[src/rtl/pipeline_hazard_ctrl.sv]
// Central stall/flush controller for the 5-stage pipeline.
// Resolves data-memory wait (with timeout fault), taken branch/jump and
// load-use hazards. Pipeline controls are combinational from the FSM state and
// the current hazard inputs. Two saturating statistics counters are kept.
module pipeline_hazard_ctrl #(
  parameter int unsigned MEM_TIMEOUT = 16,  // legal range 2..255
  parameter int unsigned CNT_W       = 16
) (
  input  logic             clk,
  input  logic             reset,
  input  logic [4:0]       id_rs1,
  input  logic [4:0]       id_rs2,
  input  logic             id_uses_rs1,
  input  logic             id_uses_rs2,
  input  logic             ex_mem_read,
  input  logic [4:0]       ex_rd,
  input  logic             branch_taken,
  input  logic             mem_req,
  input  logic             mem_ready,
  output logic             pc_write_en,
  output logic             if_id_write_en,
  output logic             if_id_flush,
  output logic             id_ex_write_en,
  output logic             id_ex_flush,
  output logic             ex_mem_write_en,
  output logic             mem_wb_bubble,
  output logic             fault,
  output logic [CNT_W-1:0] stall_cycles,
  output logic [CNT_W-1:0] flush_count
);

  typedef enum logic [1:0] {
    ST_RUN,
    ST_WAIT,
    ST_FAULT
  } state_t;

  // Last wait count that is still tolerated before the access is declared hung.
  localparam logic [7:0] WAIT_LAST = 8'(MEM_TIMEOUT - 1);

  state_t           state_q, state_d;
  logic [7:0]       wait_cnt_q, wait_cnt_d;
  logic [CNT_W-1:0] stall_cycles_q, stall_cycles_d;
  logic [CNT_W-1:0] flush_count_q, flush_count_d;

  logic mem_stall;
  logic load_use;
  logic pc_we, if_id_we, if_id_fl, id_ex_we, id_ex_fl, ex_mem_we, bubble;

  assign mem_stall = mem_req & ~mem_ready;

  // A load in EX whose destination is a real register read by the ID instruction.
  assign load_use = ex_mem_read & (ex_rd != 5'd0) &
                    ((id_uses_rs1 & (id_rs1 == ex_rd)) |
                     (id_uses_rs2 & (id_rs2 == ex_rd)));

  // Pipeline control decode: fault > mem_stall > branch_taken > load_use.
  always_comb begin
    // NOTE: every signal gets a value before any branch so no latch is inferred.
    // The defaults are the safe freeze pattern used in reset and FAULT.
    pc_we     = 1'b0;
    if_id_we  = 1'b0;
    if_id_fl  = 1'b0;
    id_ex_we  = 1'b0;
    id_ex_fl  = 1'b0;
    ex_mem_we = 1'b0;
    bubble    = 1'b1;
    if (!reset && state_q != ST_FAULT) begin
      pc_we     = 1'b1;
      if_id_we  = 1'b1;
      id_ex_we  = 1'b1;
      ex_mem_we = 1'b1;
      bubble    = 1'b0;
      if (mem_stall) begin
        // Freeze everything upstream of MEM; branch/load-use re-evaluate later
        // because the stage contents are held.
        pc_we     = 1'b0;
        if_id_we  = 1'b0;
        id_ex_we  = 1'b0;
        ex_mem_we = 1'b0;
        bubble    = 1'b1;
      end else if (branch_taken) begin
        // PC keeps loading so the branch target is fetched next.
        if_id_fl = 1'b1;
        id_ex_fl = 1'b1;
      end else if (load_use) begin
        // Hold IF/ID and PC one cycle, insert a bubble; the load moves on.
        pc_we    = 1'b0;
        if_id_we = 1'b0;
        id_ex_fl = 1'b1;
      end
    end
  end

  // Next-state logic for the memory-wait FSM and the saturating counters.
  always_comb begin
    state_d        = state_q;
    wait_cnt_d     = wait_cnt_q;
    stall_cycles_d = stall_cycles_q;
    flush_count_d  = flush_count_q;
    unique case (state_q)
      ST_RUN: begin
        if (mem_stall) begin
          state_d    = ST_WAIT;
          wait_cnt_d = 8'd1;
        end
      end
      ST_WAIT: begin
        if (mem_stall && wait_cnt_q == WAIT_LAST) begin
          state_d    = ST_FAULT;
          wait_cnt_d = 8'd0;
        end else if (mem_stall) begin
          wait_cnt_d = wait_cnt_q + 8'd1;
        end else begin
          state_d    = ST_RUN;
          wait_cnt_d = 8'd0;
        end
      end
      ST_FAULT: state_d = ST_FAULT;
      default: begin
        state_d    = ST_RUN;
        wait_cnt_d = 8'd0;
      end
    endcase
    if (state_q != ST_FAULT && !pc_we && stall_cycles_q != '1)
      stall_cycles_d = stall_cycles_q + CNT_W'(1);
    if (state_q != ST_FAULT && !mem_stall && branch_taken && flush_count_q != '1)
      flush_count_d = flush_count_q + CNT_W'(1);
  end

  // State and counter registers with asynchronous active-high reset.
  always_ff @(posedge clk or posedge reset) begin
    if (reset) begin
      state_q        <= ST_RUN;
      wait_cnt_q     <= 8'd0;
      stall_cycles_q <= '0;
      flush_count_q  <= '0;
    end else begin
      // NOTE: sequential state uses non-blocking assignments so every flop
      // samples pre-edge values regardless of statement order.
      state_q        <= state_d;
      wait_cnt_q     <= wait_cnt_d;
      stall_cycles_q <= stall_cycles_d;
      flush_count_q  <= flush_count_d;
    end
  end

  assign pc_write_en     = pc_we;
  assign if_id_write_en  = if_id_we;
  assign if_id_flush     = if_id_fl;
  assign id_ex_write_en  = id_ex_we;
  assign id_ex_flush     = id_ex_fl;
  assign ex_mem_write_en = ex_mem_we;
  assign mem_wb_bubble   = bubble;
  assign fault           = (state_q == ST_FAULT);
  assign stall_cycles    = stall_cycles_q;
  assign flush_count     = flush_count_q;

endmodule
[config.mk]
export PLATFORM = sky130hd
export DESIGN_NAME = pipeline_hazard_ctrl
export DESIGN_NICKNAME = d
export VERILOG_FILES = /design/src/rtl/pipeline_hazard_ctrl.sv
export SDC_FILE = /design/constraint.sdc
export NUM_CORES = 1
export LEC_CHECK = 0
export BUFFER_PORTS_ARGS = -buffer_cell sky130_fd_sc_hd__buf_2
export CELL_PAD_IN_SITES_DETAIL_PLACEMENT = 1
export CELL_PAD_IN_SITES_GLOBAL_PLACEMENT = 2
export CORE_ASPECT_RATIO = 0.6
export CORE_MARGIN = 5
export CORE_UTILIZATION = 34
export DETAILED_ROUTE_END_ITERATION = 6
export GPL_TIMING_DRIVEN = 0
export PLACE_DENSITY_LB_ADDON = 0.15
export SYNTH_ARGS = -nofsm -noshare
export SYNTH_HDL_FRONTEND = slang
export SYNTH_SLANG_ARGS = --single-unit
[constraint.sdc]
create_clock -name clk -period 6.2 [get_ports clk]
set_input_delay 0 -clock clk [delete_from_list [all_inputs] [get_ports clk]]
set_output_delay 0 -clock clk [all_outputs]
set_load 0.05 [all_outputs]
==> impl.org <==
** Outcome
- Run status :: complete, no violations

** Floorplan
- Starting Density :: 35.70%
- Top-level I/O count :: 63
- The die covers 0.008335 mm².
- The initialized floorplan defines 22 standard-cell rows.
- From left edge to right edge, the die measures 114.6 µm.
- Area of the core :: 0.006248 mm²
- Die H :: 72.75 µm

** Global route
- Largest net degree at the start of global routing :: 24
- For this run, the total global-route usage over all layers was measured as 14.56%.
- For this run the aggregate overflow at the end of global routing stands at 0.
- Antenna violations before repair :: 0
- The first global-routing pass estimated 9570 µm of wire.
- Vias in the first global route :: 1891

** Timing
- Setup violations remaining at the end of the flow were counted as 0.
- On the final layout, the worst hold slack is 0.1592 ns.
- The max-slew violation count is 0.
- Maximum clock skew at final layout :: 0.007835 ns
- Once routing completed, OpenROAD measured the worst setup slack at 3.772 ns.
- Hold Vio Cnt, Final :: 0
- Final critical path time including I/O delays and setup :: 2.428 ns
- Setup repair after global routing left no endpoint under its margin.
- For the pin with the worst max-slew slack, the measured transition is 0.4992 ns.
- The worst pin sits at a relative slew slack of 66.67%.
- For the final routed database, the setup TNS stands at 0 ns.
- Based on the critical path, the design can be clocked at up to 411.8 MHz.
- In the finished design, the share of the clock period the worst path needs comes to 39.17%.

** Synthesis
- Total standard cell area after synthesis :: 0.002231 mm²
- Synthesis inferred 42 register bits.
- Of all flip-flops after synthesis, the portion carrying an async set or reset was 100.0%.
- During synthesis, Yosys emitted a total of 0 warnings.
- Post-synth cell types :: 38
- By count the netlist is led by dfrtp_1 (42), xnor2_1 (28), nand2_1 (19).
- After synthesis, the cell types taking the most area are dfrtp_1 (47%), xnor2_1 (11%), xor2_1 (5.5%).
- Summed over all instances, the cell type with the most area after synthesis is dfrtp_1.
- Count leader, synth :: dfrtp_1
- The share of the Yosys chip area taken by registers is 47.11%.
- Count of mapped cells out of synthesis :: 218
- Syn avg cell area :: 10.23 µm²
- Most instantiated flip-flop cell in the synthesis netlist :: dfrtp_1
- Number of enable flip-flop cells after synthesis :: 0
- After synthesis, the largest area contributor takes up 47.11% of total cell area.
- Post-synthesis net count :: 244

** Power and ir drop
- Combinational group share of total power :: 38.1%
- Worst-case vdd ir drop :: 156.1 µV
- In this run the power spent charging and discharging nets is 434.3 µW.
- Static leakage :: 1.278 nW
- Clk network pwr share :: 22.6%
- Of the total power, registers draw 39.3%.
- Sw Ratio :: 44.23%
- Dividing total power by cell area gives a power density of 351.5 mW/mm².
- The internal power of the cells totals 547.7 µW.

** Place
- During placement, the flow inserted port buffers numbering 62.
- At the end of routability-driven placement, the weighted congestion stood at 0.7201.
- Post-DP HPWL :: 4609 µm
- Before CTS, the worst setup slack after placement is 3.740 ns.

** Hold path
- Counting instances, the worst hold path has a depth of 4.
- The worst hold path belongs to the class in2reg.

** Cells and area
- Layout cell share with drive strength beyond 1 :: 29.66%
- The repair_antennas step left the layout with diodes totalling 0.
- Area growth, synth to finish :: 25.24%
- The final layout contains 315 nets.
- The filler cells instantiated in the layout total 748.

** Route
- After detailed routing, the average wire length per cell comes to 15.17 µm.
- The detail route stage leaves a number of antenna-violating nets equal to 0.
- The routed layout has 1838 vias.
- Overall routed net length :: 5673 µm
- Using the TritonRoute via totals, the vias-per-cell ratio works out to 4.914.
- Initial detailed-routing violation count :: 42
- For this run, design rule violations remaining after detail routing come to 0.
- Drt first pass iters :: 3

** Setup path
- Levels on crit path :: 7
- Peak fanout along the critical path :: 10
- The number of cells on the worst reg-to-reg path is 7.
- Worst path cell trace :: ha_1, nand3_1, nor4_2, nand3_1, a31oi_4, buf_6, mux2_1
- Longest individual stage delay on the worst path :: 0.45 ns
- Most frequent cell on the critical path :: nand3_1
- Kind of critical path :: reg2reg
- Reg2Reg Setup Slack :: 3.77 ns
- Data arrives at the worst endpoint at 2.62 ns.
- STA classifies the critical path endpoint as a flip-flop.
- Counting both buffers and inverters, the worst setup path holds a total of 1.
- The slowest stage of the critical path belongs to the cell nor4_2.
- Worst path top cell family by delay :: simple AND/OR/NAND/NOR gates
- STA classifies the critical path startpoint as a flip-flop.
- Required time of the critical path :: 6.39 ns

** Clock network
- Clock transition time at the flip-flop clock pins of the worst setup and hold paths :: 0.09 ns
- The number of setup buffers added after CTS is 0.
- PostCTS Resize Cnt :: 0
- At the later pin of the worst-skew pair, clock insertion delay measures 0.30 ns.
- Clock buffer depth :: 2
- The H-tree generated during clock tree synthesis spans 2 levels.
- TritonCTS clock tree :: done
- The tree is rooted in a clkbuf_8.
- Clock buffer count from CTS :: 5
- Clock net sink count :: 42

** Job
- The tool flagged a number of max-cap violations equal to 0.
metal layers:
layer  wire, µm  vias up  global-route usage, %
met2       2452       21                  21.15
met5          0        -                      0
li1           -      897                      -
met4         43        0                  3.953
met3        204        5                  3.563
met1       2973      915                  21.45
kinds of logic after synthesis:
logic type | synth area share [%]
AOI/OAI and AO/OA | 7.404
xor gates and xnor gates | 16.49
adders and majority gates | 1.683
buffers and inverters | 3.533
DFF | 47.11
muxes | 1.009
and+or+nand+nor | 22.77
cells in the final DEF, fill, tap and decap left out, drive strengths merged, types with 2 or more instances in the layout:
master and count:
a21oi 2, a31oi 2, and2 2, and3 7
buf 67, clkbuf 6, dfrtp 42, ha 3
inv 11, mux2 2, nand2 19, nand2b 4
nand3 18, nand4 7, nor2 14, nor2b 2
nor3 7, nor4 6, o21a 2, o21ai 12
or4 2, xnor2 28, xor2 14
through the flow:
| stage | cell area, µm² | power [mW] | util [%] | std cells |
|---|---|---|---|---|
| CTS | 2794 | 0.9961 | 44.71 | 374 |
| global placement | 2646 | 0.7609 | 42.35 | 364 |
| floorplan | 2231 | 0.6631 | - | 218 |
| global route | 2794 | 1.037 | 44.71 | 374 |
| finish | 2794 | 0.9820 | 44.71 | 374 |
| detailed placement | 2674 | 0.7717 | 42.79 | 365 |
cell type report:
class / count / area [µm²] / share of cell area (%)
Clock inverter: 2 / 37.54 / 1.343
Buffer: 4 / 37.54 / 1.343
Tap cell: 84 / 105.1 / 3.762
Sequential cell: 42 / 1051 / 37.62
Clock buffer: 6 / 72.57 / 2.597
Inverter: 11 / 41.29 / 1.478
Multi-Input combinational cell: 161 / 1101 / 39.41
Timing Repair Buffer: 64 / 347.8 / 12.45
tightest hold or removal path, delay by kind of cell:
family          cells  cell delay [ns]
compound gates      1             0.08
simple gates        1             0.09
buf+inv             1             0.13
xor+xnor            1             0.13
flip-flops by register name, indices dropped and copies added (netlist names):
signal        flops
stall_cycles     16
flush_count      16
state_q           2
wait_cnt_q        8
final timing paths:
| check | to | from |
|---|---|---|
| setup / recovery | stall_cycles[1] | stall_cycles[0] |
| hold / removal | flush_count[0] | branch_taken |
| setup reg to reg | stall_cycles[1] | stall_cycles[0] |
| hold reg to reg | flush_count[9] | flush_count[9] |
| max in group asynchronous | flush_count[1] | reset |
| min in group asynchronous | stall_cycles[6] | reset |
power by group through the flow:
stage	combinational, mW	sequential (mW)	clock [mW]
2_1_floorplan	0.123	0.540	0
3_3_place_gp	0.371	0.390	0
3_5_place_dp	0.381	0.391	0
4_1_cts	0.380	0.387	0.229
5_1_grt	0.401	0.397	0.239
6_report	0.374	0.386	0.221
what timing repair did:
| item | in CTS | in global routing |
|---|---|---|
| endpoints found under the hold margin | 20 | 0 |
| hold buffers | 1 | 0 |
| endpoints found under the setup margin | 0 | 0 |
(Power assumes the default switching activity.)
